<file path="src/rtl/ex_trap_pkg.sv">
// Shared types and helpers for the external-trap arbiter.
// Arbiter FSM states, source-count ceiling, lowest-set-bit search.
package ex_trap_pkg;

  typedef enum logic [1:0] {
    IDLE = 2'd0,
    REQ  = 2'd1,
    GAP  = 2'd2
  } trap_state_e;

  localparam int EX_TRAP_SRC_MAX = 32;

  // Index of the lowest set bit, 0 when the vector is empty.
  function automatic logic [4:0] lowest_set(input logic [EX_TRAP_SRC_MAX-1:0] vec);
    lowest_set = '0;
    for (int i = EX_TRAP_SRC_MAX - 1; i >= 0; i--) begin
      if (vec[i]) lowest_set = 5'(i);
    end
  endfunction

endpackage

</file>
<file path="src/rtl/ex_trap_arb_if.sv">
// Trap request handshake between the arbiter (master) and the core (slave).
interface ex_trap_arb_if #(
  parameter int ID_W = 3
);
  logic            core_ex_trap_valid;
  logic [ID_W-1:0] core_ex_trap_id;
  logic            core_ex_trap_ready;

  modport master (
    output core_ex_trap_valid,
    output core_ex_trap_id,
    input  core_ex_trap_ready
  );

  modport slave (
    input  core_ex_trap_valid,
    input  core_ex_trap_id,
    output core_ex_trap_ready
  );
endinterface

</file>
<file path="src/rtl/ex_trap_sync.sv">
// Single-bit synchroniser; emits a one-cycle rising-edge pulse (EDGE_DET=1)
// or the synchronised level (EDGE_DET=0).
module ex_trap_sync #(
  parameter int SYNC_STG = 2,
  parameter bit EDGE_DET = 1'b1
) (
  input  logic clk,
  input  logic rst,
  input  logic src_i,
  output logic evt_o
);

  logic [SYNC_STG-1:0] sync_q, sync_d;

  always_comb sync_d = {sync_q[SYNC_STG-2:0], src_i};

  // NOTE: reset is in the sensitivity list (async assert); flop updates use <= only.
  always_ff @(posedge clk or posedge rst) begin
    if (rst) sync_q <= '0;
    else     sync_q <= sync_d;
  end

  generate
    if (EDGE_DET) begin : g_edge
      logic hist_q, hist_d;

      always_comb hist_d = sync_q[SYNC_STG-1];

      always_ff @(posedge clk or posedge rst) begin
        if (rst) hist_q <= 1'b0;
        else     hist_q <= hist_d;
      end

      assign evt_o = sync_q[SYNC_STG-1] & ~hist_q;
    end else begin : g_level
      assign evt_o = sync_q[SYNC_STG-1];
    end
  endgenerate

endmodule

</file>
<file path="src/rtl/ex_trap_arb.sv">
// External-trap arbiter: synchronise sources, latch pending, grant lowest index.
// Define EX_TRAP_LEVEL_EN for level-sensitive sources (no latch, no clear-on-grant).
module ex_trap_arb
  import ex_trap_pkg::*;
#(
  parameter int SRC_NUM  = 8,
  parameter int ID_W     = $clog2(SRC_NUM),
  parameter int SYNC_STG = 2
) (
  input  logic               clk,
  input  logic               rst,
  input  logic [SRC_NUM-1:0] irq_src,
  input  logic [SRC_NUM-1:0] irq_en,
  output logic [SRC_NUM-1:0] irq_pend,
  ex_trap_arb_if.master      trap
);

`ifdef EX_TRAP_LEVEL_EN
  localparam bit EDGE_DET = 1'b0;
`else
  localparam bit EDGE_DET = 1'b1;
`endif

  logic [SRC_NUM-1:0]         evt;
  logic [SRC_NUM-1:0]         pend;
  logic [EX_TRAP_SRC_MAX-1:0] pend_ext;
  trap_state_e                state_q, state_d;
  logic [ID_W-1:0]            id_q, id_d;

  for (genvar i = 0; i < SRC_NUM; i++) begin : g_src
    ex_trap_sync #(
      .SYNC_STG (SYNC_STG),
      .EDGE_DET (EDGE_DET)
    ) u_sync (
      .clk   (clk),
      .rst   (rst),
      .src_i (irq_src[i]),
      .evt_o (evt[i])
    );
  end

`ifdef EX_TRAP_LEVEL_EN
  assign pend = evt & irq_en;
`else
  logic [SRC_NUM-1:0] pend_q, pend_d, clr;

  always_comb begin
    for (int i = 0; i < SRC_NUM; i++) begin
      clr[i] = (state_q == REQ) && trap.core_ex_trap_ready && (id_q == ID_W'(i));
    end
    // Set is applied after clear so a fresh edge on the granted source survives.
    pend_d = (pend_q & ~clr) | (evt & irq_en);
  end

  always_ff @(posedge clk or posedge rst) begin
    if (rst) pend_q <= '0;
    else     pend_q <= pend_d;
  end

  assign pend = pend_q;
`endif

  assign irq_pend = pend;
  assign pend_ext = EX_TRAP_SRC_MAX'(pend);

  // NOTE: every output of this block gets a default first so no path infers a latch.
  always_comb begin
    state_d = state_q;
    id_d    = id_q;
    unique case (state_q)
      IDLE: begin
        if (|pend) begin
          id_d    = ID_W'(lowest_set(pend_ext));
          state_d = REQ;
        end
      end
      REQ:     if (trap.core_ex_trap_ready) state_d = GAP;
      GAP:     state_d = IDLE;
      default: state_d = IDLE;
    endcase
  end

  always_ff @(posedge clk or posedge rst) begin
    if (rst) begin
      state_q <= IDLE;
      id_q    <= '0;
    end else begin
      state_q <= state_d;
      id_q    <= id_d;
    end
  end

  assign trap.core_ex_trap_valid = (state_q == REQ);
  assign trap.core_ex_trap_id    = id_q;

endmodule

</file>
<file path="src/flat_wrapper.sv">
// flat-port wrapper written by rule: the top's interface ports become plain ports
module ex_trap_arb_flat import ex_trap_pkg::*;
#(
  parameter int SRC_NUM  = 8,
  parameter int ID_W     = $clog2(SRC_NUM),
  parameter int SYNC_STG = 2
)
  (clk, rst, irq_src, irq_en, irq_pend, trap_core_ex_trap_valid, trap_core_ex_trap_id, trap_core_ex_trap_ready);
  ex_trap_arb_if #(.ID_W(ID_W)) trap_i ();
  input  logic clk;
  input  logic rst;
  input  logic [SRC_NUM-1:0] irq_src;
  input  logic [SRC_NUM-1:0] irq_en;
  output logic [SRC_NUM-1:0] irq_pend;
  output wire logic [$bits(trap_i.core_ex_trap_valid)-1:0] trap_core_ex_trap_valid;
  output wire logic [$bits(trap_i.core_ex_trap_id)-1:0] trap_core_ex_trap_id;
  input wire logic [$bits(trap_i.core_ex_trap_ready)-1:0] trap_core_ex_trap_ready;
  assign trap_core_ex_trap_valid = trap_i.core_ex_trap_valid;
  assign trap_core_ex_trap_id = trap_i.core_ex_trap_id;
  assign trap_i.core_ex_trap_ready = trap_core_ex_trap_ready;
  ex_trap_arb #(.SRC_NUM(SRC_NUM), .ID_W(ID_W), .SYNC_STG(SYNC_STG)) u_core (.clk(clk), .rst(rst), .irq_src(irq_src), .irq_en(irq_en), .irq_pend(irq_pend), .trap(trap_i));
endmodule
</file>
<file path="config.mk">
export PLATFORM = sky130hd
export DESIGN_NAME = ex_trap_arb_flat
export DESIGN_NICKNAME = d
export VERILOG_FILES = /design/src/rtl/ex_trap_pkg.sv /design/src/rtl/ex_trap_arb_if.sv /design/src/rtl/ex_trap_sync.sv /design/src/rtl/ex_trap_arb.sv /design/src/flat_wrapper.sv
export SDC_FILE = /design/constraint.sdc
export NUM_CORES = 1
export LEC_CHECK = 0
export BUFFER_PORTS_ARGS = -buffer_cell sky130_fd_sc_hd__buf_2
export CORE_MARGIN = 5
export CORE_UTILIZATION = 54
export CTS_CLUSTER_SIZE = 30
export DETAILED_ROUTE_END_ITERATION = 12
export GPL_TIMING_DRIVEN = 1
export PLACE_DENSITY = 0.92
export SLEW_MARGIN = 30
export SYNTH_ARGS = -nofsm -noshare
export SYNTH_HDL_FRONTEND = slang
export SYNTH_SLANG_ARGS = --single-unit
export TNS_END_PERCENT = 1
</file>
<file path="constraint.sdc">
create_clock -name clk -period 4.79 [get_ports clk]
set_clock_uncertainty 0.15 [all_clocks]
set_input_delay 0.479 -clock clk [delete_from_list [all_inputs] [get_ports clk]]
set_output_delay 0.479 -clock clk [all_outputs]
set_load 0.02 [all_outputs]
</file>
==> flow_summary.json <==
{
  "outcome": "completed",
  "rr_worst_depth": 3,
  "grt_use_total_pct": 16.2,
  "numCtsBuffers": 5,
  "p_leak_nw": 0.667,
  "p_clk_share_pct": 21.8,
  "nets": 146,
  "overflow": 0,
  "route.met3.wl_um": 250,
  "drtIter0Drc": 14,
  "tritoncts": "yes",
  "syn_to_final_growth_pct": 20.2,
  "antenna_found_initial": 0,
  "fin_crit_ns": 1.79,
  "holdWs_ns": 0.0812,
  "cp.required_ns": 4.86,
  "clk_pin_slew_ns": 0.10,
  "hold_path.class": "primary input to async pin",
  "worstPathMaxFanout": 5,
  "setup_tns_ns": 0,
  "swShare_pct": 32.8,
  "critPathKind": "flop to flop",
  "io_pins": 31,
  "initial_core_util_pct": 55.9,
  "seq_area_frac_synth_pct": 75.6,
  "setup_violations": 0,
  "yosys_register_bits": 37,
  "coreArea_mm2": 0.00219,
  "drt-pass1-iter-count": 4,
  "syn-instance-count": 89,
  "p_int_uw": 488,
  "rsz0062_at_grt": "false",
  "fp-row-count": 17,
  "comb_power_share_pct": 22.2,
  "fin_cells": 155,
  "die-area_mm2": 0.00332,
  "insertedDiodeCount": 0,
  "syn_nets": 108,
  "synth_top_area_share_pct": 75.6,
  "power_switching_uw": 238,
  "grt_pass1_vias": 860,
  "synth_area_per_cell_um2": 13.8,
  "detail-route-antenna-nets": 0,
  "cp-end-kind": "flop",
  "cp.arrival_ns": 1.86,
  "drt-met1-wl_um": 898,
  "cts_buffer_depth": 2,
  "peakVddDrop_uv": 321,
  "final.period_utilization_pct": 37.3,
  "p_seq_share_pct": 56.0,
  "hold_violations": 0,
  "via_per_inst": 5.25,
  "cap_violations": 0,
  "cts_hold_buf": 0,
  "cts-root-buf": "clkbuf_4",
  "clock_sinks": 37,
  "place_ws_ns": 3.03,
  "synth_warnings": 0,
  "fmax_mhz": 559,
  "io_buffer_count": 30,
  "grt_max_degree": 38,
  "r2r_setup_slack_ns": 3.00,
  "finalWeightedCongestion": 0.899,
  "powerDensity_mw_per_mm2": 493,
  "start_kind": "flop",
  "dp_hpwl_mm": 1.67,
  "synth_area_mm2": 0.00122,
  "drc": 0,
  "wl_met2_mm": 1.05,
  "clock_latency_ns": 0.33,
  "cts-resized-gates": 0,
  "vias": 814,
  "maxSlewViolCount": 0,
  "grt_pass1_wl_mm": 3.88,
  "routed_wl_mm": 2.25,
  "die_w_um": 57.6,
  "tightest_slew_ns": 0.443,
  "postCtsSetupBuffers": 0,
  "top_layer": "met4",
  "die_h_um": 57.6,
  "synth_area_leader_cell": "dfrtp_1",
  "drive_gt1_share_pct": 32.3,
  "htreeDepth": 2,
  "synth.area.top_cells": "dfrtp_1 76%, o21ai_0 6.1%, nand2_1 3.4%",
  "yosysUniqueCellTypes": 17,
  "wire_per_inst_um": 14.5,
  "worst_slew_margin_rel_pct": 70.5,
  "fin_ws_ns": 3.00,
  "dp.cells": 148,
  "fill_cells": 178
}
==> final cells by class <==
cell class                      instances  area (um2)  share of cell area [%]
Tap cell                               28        35.0                    2.38
Sequential cell                        37         926                    62.9
Inverter                                2        7.51                   0.510
Multi-Input combinational cell         50         292                    19.8
Timing Repair Buffer                   31         158                    10.7
Clock buffer                            7        55.1                    3.74
==> power groups by stage <==
stage          Clock (mW)  Sequential (mW)  Combinational [mW]
6_report            0.158            0.407               0.161
5_1_grt             0.183            0.415               0.175
4_1_cts             0.168            0.407               0.163
3_5_place_dp            0            0.414               0.162
3_3_place_gp            0            0.406               0.159
2_1_floorplan           0            0.441              0.0623
==> kinds of logic after synthesis <==
group	synth area share, %
AOI/OAI and AO/OA	11.2
buffers and inverters	0.613
DFF	75.6
muxes	1.23
and+or+nand+nor	11.3
==> critical path, stage by stage, from the launching register on <==
cell,delay [ns]
dfrtp_1,0.43
or4_4,0.58
o21ai_4,0.20
mux2_4,0.32
==> per-layer routing <==
metal | track usage [%] | up-vias
li1 | - | 385
met1 | 19.4 | 389
met2 | 24.0 | 35
met3 | 8.24 | 5
met4 | 8.28 | 0
met5 | 0 | -
==> state kept, by name (all words and copies together) (netlist names) <==
signal	flops
u_core.g_src.u_sync.sync_q	16
u_core.g_src.u_sync.g_edge.hist_q	8
u_core.irq_pend	8
u_core.trap.core_ex_trap_id	3
u_core.state_q	2
==> placed cells by master, fill, tap and decap left out, types with 3 or more instances in the layout <==
master,synthesis,final
clkbuf_4,0,5
nand2_1,11,11
nand2b_1,3,3
a21oi_1,3,3
o21ai_0,15,15
buf_2,0,30
dfrtp_1,37,37
nor3_1,4,4
==> per-stage QoR <==
stage / util (%) / total power, mW / instance area (um2)
final: 67.2 / 0.726 / 1470
after detailed placement: 64.7 / 0.575 / 1420
after global routing: 67.2 / 0.773 / 1470
after global placement: 64.7 / 0.565 / 1420
after floorplan: - / 0.504 / 1220
after CTS: 67.2 / 0.737 / 1470
==> cells in the mapped netlist <==
| library cell | instances |
|---|---|
| and3b_1 | 1 |
| o31ai_1 | 2 |
| nand3b_1 | 1 |
| a21oi_1 | 3 |
| inv_1 | 2 |
| nor2b_1 | 2 |
| nor2_1 | 2 |
| nand2_1 | 11 |
| o21ai_0 | 15 |
| dfrtp_1 | 37 |
| or4_4 | 2 |
| o21ai_4 | 1 |
| o41ai_1 | 1 |
| nand2b_1 | 3 |
| a211oi_1 | 1 |
| nor3_1 | 4 |
| mux2_4 | 1 |
==> final timing paths <==
path                                                        from                                   end
worst min-delay path                                         rst  u_core.g_src[4].u_sync.g_edge.hist_q
max in group asynchronous                                    rst      u_core.g_src[3].u_sync.sync_q[0]
worst min register to register  u_core.g_src[5].u_sync.sync_q[0]      u_core.g_src[5].u_sync.sync_q[1]
min in group clk                                      irq_src[5]      u_core.g_src[5].u_sync.sync_q[0]
worst max-delay path                          u_core.irq_pend[3]        u_core.trap.core_ex_trap_id[0]
worst max register to register                u_core.irq_pend[3]        u_core.trap.core_ex_trap_id[0]
No activity file was read; power rests on OpenSTA's default activity.
